==> src/rtl/instruction_refill_engine_pkg.sv <==
// instruction_refill_engine_pkg: shared types, derived widths and helpers for the refill engine
//
// Contents:
//   clog2           ceiling log2, used to size word indices and counters
//   refill_state_t  FSM encoding (IDLE=0, ISSUE=1, DRAIN=2, RESPOND=3)
//   WORD_SELECT, W  derived word-index width and word width for the default geometry
package instruction_refill_engine_pkg;

    function automatic int clog2(input int value);
        int r;
        r = 0;
        while ((1 << r) < value) r++;
        return r;
    endfunction

    typedef enum logic [1:0] {
        IDLE    = 2'd0,
        ISSUE   = 2'd1,
        DRAIN   = 2'd2,
        RESPOND = 2'd3
    } refill_state_t;

    localparam int WORD_SIZE_DEF      = 4;
    localparam int WORD_PER_BLOCK_DEF = 16;
    localparam int W                  = 8 * WORD_SIZE_DEF;
    localparam int WORD_SELECT        = clog2(WORD_PER_BLOCK_DEF - 1);

endpackage

==> src/rtl/instruction_refill_engine_refill_block_buffer.sv <==
// refill_block_buffer: word-addressable line buffer that assembles one cache block
//
// Ports:
//   clk, rst_n  clock and asynchronous active-low reset (clears every word)
//   clr         synchronous clear of the whole block (wins over we)
//   we, idx     write din into word slot idx
//   din         one memory word
//   block       flat view of all words, word 0 in the least-significant bits
module refill_block_buffer #(
    parameter int WORDS = 16,
    parameter int WIDTH = 32,
    parameter int IDX   = 4
) (
    input  logic                   clk,
    input  logic                   rst_n,
    input  logic                   clr,
    input  logic                   we,
    input  logic [IDX-1:0]         idx,
    input  logic [WIDTH-1:0]       din,
    output logic [WORDS*WIDTH-1:0] block
);

    logic [WORDS-1:0][WIDTH-1:0] mem;

    always_ff @(posedge clk or negedge rst_n) begin
        if (!rst_n)
            mem <= '0;
        else if (clr)
            mem <= '0;
        else if (we)
            mem[idx] <= din;
    end

    assign block = mem;

endmodule

==> src/rtl/instruction_refill_engine.sv <==
// instruction_refill_engine: refills one L1 instruction-cache line from the next memory level
//
// Ports:
//   CLK, RST_N                    clock, asynchronous active-low reset
//   ADDRESS_TO_L2_VALID_INS/READY L1 miss-address handshake
//   ADDRESS_TO_L2_INS             word address of the missing line (low bits ignored)
//   DATA_FROM_L2_VALID_INS/READY  assembled-block handshake back to the L1
//   DATA_FROM_L2_INS              assembled block, word 0 in the low bits
//   MEM_ADDR_VALID/READY          pipelined word-read request handshake
//   MEM_ADDR                      word address requested
//   MEM_DATA_VALID, MEM_DATA      in-order read responses, no backpressure
module instruction_refill_engine
    import instruction_refill_engine_pkg::*;
#(
    parameter int ADDRESS_WIDTH  = 32,
    parameter int BLOCK_WIDTH    = 512,
    parameter int WORD_SIZE      = 4,
    parameter int WORD_PER_BLOCK = 16
) (
    input  logic                     CLK,
    input  logic                     RST_N,
    input  logic                     ADDRESS_TO_L2_VALID_INS,
    output logic                     ADDRESS_TO_L2_READY_INS,
    input  logic [ADDRESS_WIDTH-3:0] ADDRESS_TO_L2_INS,
    output logic                     DATA_FROM_L2_VALID_INS,
    input  logic                     DATA_FROM_L2_READY_INS,
    output logic [BLOCK_WIDTH-1:0]   DATA_FROM_L2_INS,
    output logic                     MEM_ADDR_VALID,
    input  logic                     MEM_ADDR_READY,
    output logic [ADDRESS_WIDTH-3:0] MEM_ADDR,
    input  logic                     MEM_DATA_VALID,
    input  logic [8*WORD_SIZE-1:0]   MEM_DATA
);

    localparam int SEL    = clog2(WORD_PER_BLOCK - 1);
    localparam int WD     = 8 * WORD_SIZE;
    localparam int AW     = ADDRESS_WIDTH - 2;
    localparam int LAST_I = WORD_PER_BLOCK - 1;
    localparam logic [SEL:0]  LAST      = LAST_I[SEL:0];
    localparam logic [AW-1:0] LINE_MASK = ~((AW'(1) << SEL) - AW'(1));

    refill_state_t state;
    logic [SEL:0]  issue_cnt;
    logic [SEL:0]  rx_cnt;
    logic          accept;
    logic          capture;

    assign accept  = state == IDLE && ADDRESS_TO_L2_VALID_INS && ADDRESS_TO_L2_READY_INS;
    // Responses are only meaningful while a refill is collecting words.
    assign capture = (state == ISSUE || state == DRAIN) && MEM_DATA_VALID;

    refill_block_buffer #(
        .WORDS (WORD_PER_BLOCK),
        .WIDTH (WD),
        .IDX   (SEL)
    ) u_buffer (
        .clk   (CLK),
        .rst_n (RST_N),
        .clr   (accept),
        .we    (capture),
        .idx   (rx_cnt[SEL-1:0]),
        .din   (MEM_DATA),
        .block (DATA_FROM_L2_INS)
    );

    always_ff @(posedge CLK or negedge RST_N) begin
        if (!RST_N) begin
            state                   <= IDLE;
            issue_cnt               <= '0;
            rx_cnt                  <= '0;
            ADDRESS_TO_L2_READY_INS <= 1'b0;
            MEM_ADDR_VALID          <= 1'b0;
            MEM_ADDR                <= '0;
            DATA_FROM_L2_VALID_INS  <= 1'b0;
        end else begin
            case (state)
                IDLE: begin
                    // Raised in the first cycle out of reset, then held until an address is taken.
                    ADDRESS_TO_L2_READY_INS <= 1'b1;
                    if (accept) begin
                        ADDRESS_TO_L2_READY_INS <= 1'b0;
                        MEM_ADDR_VALID          <= 1'b1;
                        MEM_ADDR                <= ADDRESS_TO_L2_INS & LINE_MASK;
                        issue_cnt               <= '0;
                        rx_cnt                  <= '0;
                        state                   <= ISSUE;
                    end
                end
                ISSUE, DRAIN: begin
                    // MEM_ADDR tracks base + issue_cnt; the last request leaves it in place.
                    if (state == ISSUE && MEM_ADDR_READY) begin
                        issue_cnt <= issue_cnt + 1'b1;
                        if (issue_cnt == LAST) begin
                            MEM_ADDR_VALID <= 1'b0;
                            state          <= DRAIN;
                        end else begin
                            MEM_ADDR <= MEM_ADDR + AW'(1);
                        end
                    end
                    // The final capture wins even if issuing has not formally finished.
                    if (capture) begin
                        rx_cnt <= rx_cnt + 1'b1;
                        if (rx_cnt == LAST) begin
                            MEM_ADDR_VALID         <= 1'b0;
                            DATA_FROM_L2_VALID_INS <= 1'b1;
                            state                  <= RESPOND;
                        end
                    end
                end
                RESPOND: begin
                    if (DATA_FROM_L2_READY_INS) begin
                        DATA_FROM_L2_VALID_INS  <= 1'b0;
                        ADDRESS_TO_L2_READY_INS <= 1'b1;
                        state                   <= IDLE;
                    end
                end
                default: state <= IDLE;
            endcase
        end
    end

endmodule

==> config.mk <==
export PLATFORM = sky130hd
export DESIGN_NAME = instruction_refill_engine
export DESIGN_NICKNAME = d
export VERILOG_FILES = /design/src/rtl/instruction_refill_engine_pkg.sv /design/src/rtl/instruction_refill_engine_refill_block_buffer.sv /design/src/rtl/instruction_refill_engine.sv
export SDC_FILE = /design/constraint.sdc
export NUM_CORES = 1
export LEC_CHECK = 0
export ABC_CLOCK_PERIOD_IN_PS = 4500
export BUFFER_PORTS_ARGS = -buffer_cell sky130_fd_sc_hd__buf_4
export CAP_MARGIN = 20
export CORE_AREA = 5 5 235 237
export CTS_CLUSTER_SIZE = 30
export DETAILED_ROUTE_END_ITERATION = 10
export DIE_AREA = 0 0 240 242
export GPL_ROUTABILITY_DRIVEN = 0
export PLACE_DENSITY = 0.69
export REMOVE_ABC_BUFFERS = 1
export SLEW_MARGIN = 20
export SYNTH_ARGS = -nofsm -noshare
export SYNTH_HDL_FRONTEND = slang
export SYNTH_SLANG_ARGS = --single-unit
==> constraint.sdc <==
create_clock -name CLK -period 4.5 [get_ports CLK]
set_clock_uncertainty 0.15 [all_clocks]
set_input_delay 0.225 -clock CLK [delete_from_list [all_inputs] [get_ports CLK]]
set_output_delay 0.225 -clock CLK [all_outputs]
set_load 0.01 [all_outputs]
==> results.json <==
{
  "via_per_inst": 5.57,
  "seq_area_sq_mm": 0.0139,
  "drv_slew": 0,
  "multiInputGateArea_sq_mm": 0.00848,
  "clk_latency_ps": 610,
  "ant_nets": 0,
  "cts_setup_buffers": 0,
  "yosysWarnings": 0,
  "cts_buffers": 56,
  "portBuffers": 608,
  "power_density_mw_per_mm2": 670,
  "synth_area_leaders": "dfrtp_1 (60%), nand2_1 (18%), a21oi_1 (11%), clkbuf_1 (3.3%), buf_2 (0.88%)",
  "fp-row-count": 85,
  "clockBufferDepth": 3,
  "dr.pass1.iters": 6,
  "max_freq_ghz": 0.321,
  "slew_headroom_pct": 28.6,
  "wl_mm": 94.0,
  "cts.sinks": 557,
  "fill_cells": 4575,
  "yosysTopAreaCell": "dfrtp_1",
  "antenna_found_initial": 0,
  "postLayoutSetupSlackWorst_ps": 1390,
  "synthCells": 2699,
  "power_uw": 20600,
  "drc": 0,
  "hold_class": "in -> reg",
  "final_util_pct": 57.9,
  "status": "complete, no violations",
  "drt-initial-drc-count": 2461,
  "ys_seq_area_share_pct": 59.5,
  "fp.dieW_um": 240,
  "synth_edf_count": 0,
  "start_util_pct": 44.1,
  "avgRoutedWirePerCell_um": 23.8,
  "rsz0062_at_grt": "no",
  "coreArea_sq_mm": 0.0531,
  "yosysUniqueCellTypes": 60,
  "finalCritPeriodShare_pct": 69.1,
  "crit_path_start_kind": "register",
  "crit_type": "reg -> reg",
  "period_needed_ps": 3110,
  "finalSetupTns_ps": 0,
  "drv_cap": 0,
  "final-hold-violation-count": 0,
  "cts_tree": "yes",
  "post-place-ws_ps": 1280,
  "arrival_ps": 3460,
  "die_area_sq_mm": 0.0581,
  "p_leak_uw": 0.0146,
  "synth_ff_type": "dfrtp_1",
  "fin_nets": 3292,
  "diodes": 0,
  "worstMarginPinSlew_ps": 1070,
  "max-vdd-ir-drop_v": 0.000363,
  "syn2layout_area_growth_pct": 31.3,
  "endpoint_kind": "register",
  "critical_path_required_ps": 4850,
  "io-pin-count": 613,
  "ys_seq_elements": 557,
  "cp_max_fo": 25,
  "synth_common_cells": "nand2_1 (1100), dfrtp_1 (557), a21oi_1 (535)",
  "grt_pass1_vias": 21100,
  "cts_root_buffer": "clkbuf_16",
  "synth_area_sq_mm": 0.0234,
  "grt_max_degree": 170,
  "vias": 22000,
  "h-tree-depth": 2,
  "die_height_um": 242,
  "synthArstFlopShare_pct": 100,
  "setup_viol": 0,
  "synth.most_common_cell": "nand2_1",
  "drive_above_1_share_pct": 23.5,
  "synth_top_area_share_pct": 59.5,
  "timing.hold.ws_ps": 76.7,
  "grt_pass1_wl_mm": 137,
  "overflow": 0,
  "syn_area_per_cell_sq_um": 8.68,
  "path_clk_slew_ps": 60,
  "dp_hpwl_mm": 62.1,
  "grt_util_all_layers_pct": 30.9
}
## power breakdown
group          switching, uW  internal [uW]  total, uW
Combinational           4580           3390       7970
Sequential              1270           6710       7980
Clock                   2020           2640       4660
Total                   7870          12700      20600
## stage by stage
stage,instance area [sq um],instances
floorplan,22400,2445
global placement,28300,3784
detailed placement,28300,3785
CTS,30700,3949
global route,30800,3951
finish,30800,3951
## final cells by class
type | count | share of cell area, %
sequential | 557 | 45.3
timing repair buffer | 709 | 18.3
clock inverter | 21 | 0.679
tap | 696 | 2.83
inverter | 12 | 0.146
clock buffer | 80 | 5.21
multi-input combinational | 1876 | 27.6
## repair_timing
item | 4_1_cts | 5_1_grt
hold endpoints to repair | 637 | 0
hold buffers | 63 | 0
gates resized for setup | 0 | 0
## flip-flops by register name (all words and copies together), names as in the netlist
signal	cells
rx_cnt	5
u_buffer.block	512
ADDRESS_TO_L2_READY_INS	1
MEM_ADDR_VALID	1
state	2
DATA_FROM_L2_VALID_INS	1
MEM_ADDR	30
issue_cnt	5
## worst max-delay path, stage by stage (launching register included)
cell and delay [ps]:
dfrtp_1 420, inv_1 120, ha_1 280, nand3_2 480, and2_1 570, nor4_1 650
nand2_1 120, o211a_1 220
## logic make-up after synthesis
family                   share of synthesized area [%]
AO/OA/AOI/OAI                                     13.6
XOR/XNOR                                        0.0748
adder cells (fa/ha/maj)                          0.641
buffers and inverters                             4.49
flip-flops                                        59.5
multiplexers                                     0.401
AND/OR/NAND/NOR                                   21.3
## routing by layer
layer  up-vias  track usage, %  wire length (um)
met5         -               0                 0
met1     10700            39.9             34600
met4         0            13.7              5140
li1       9780               -                 -
met3       248            7.82             10000
met2      1296            49.4             44200
## path summary, 6_finish.rpt
kind                                          from                   to  slack, ps  depth (start not counted)
max                                       state[0]          MEM_ADDR[9]       1390                          7
min                        ADDRESS_TO_L2_VALID_INS         MEM_ADDR[25]         80                          4
max reg2reg                               state[0]          MEM_ADDR[9]       1390                          7
min reg2reg                    u_buffer.block[370]  u_buffer.block[370]        370                          2
max in group asynchronous                    RST_N  u_buffer.block[282]       2820                          3
min in group asynchronous                    RST_N  u_buffer.block[155]        140                          2
## layout by cell type, fill, tap and decap left out, types with 4 or more instances in the layout
cell type	count
dlygate4sd3_1	63
nand3_1	20
clkinv_2	11
a21oi_1	535
a211oi_1	6
buf_12	9
clkinvlp_4	4
or4_1	4
nor2_1	33
clkbuf_1	13
a22oi_1	5
clkbuf_8	11
and2_1	12
o211ai_1	4
mux2i_1	6
o21ai_0	20
nand3b_1	4
or3_1	5
nand4_1	10
inv_1	12
nand2_2	5
dfrtp_1	557
and3_1	10
and2_2	4
nor4_1	4
o22ai_1	13
clkbuf_16	56
nand2b_1	5
nor3_1	11
buf_4	633
ha_1	12
nand2_1	1096
Note: power is estimated with default switching activity, not from simulation.
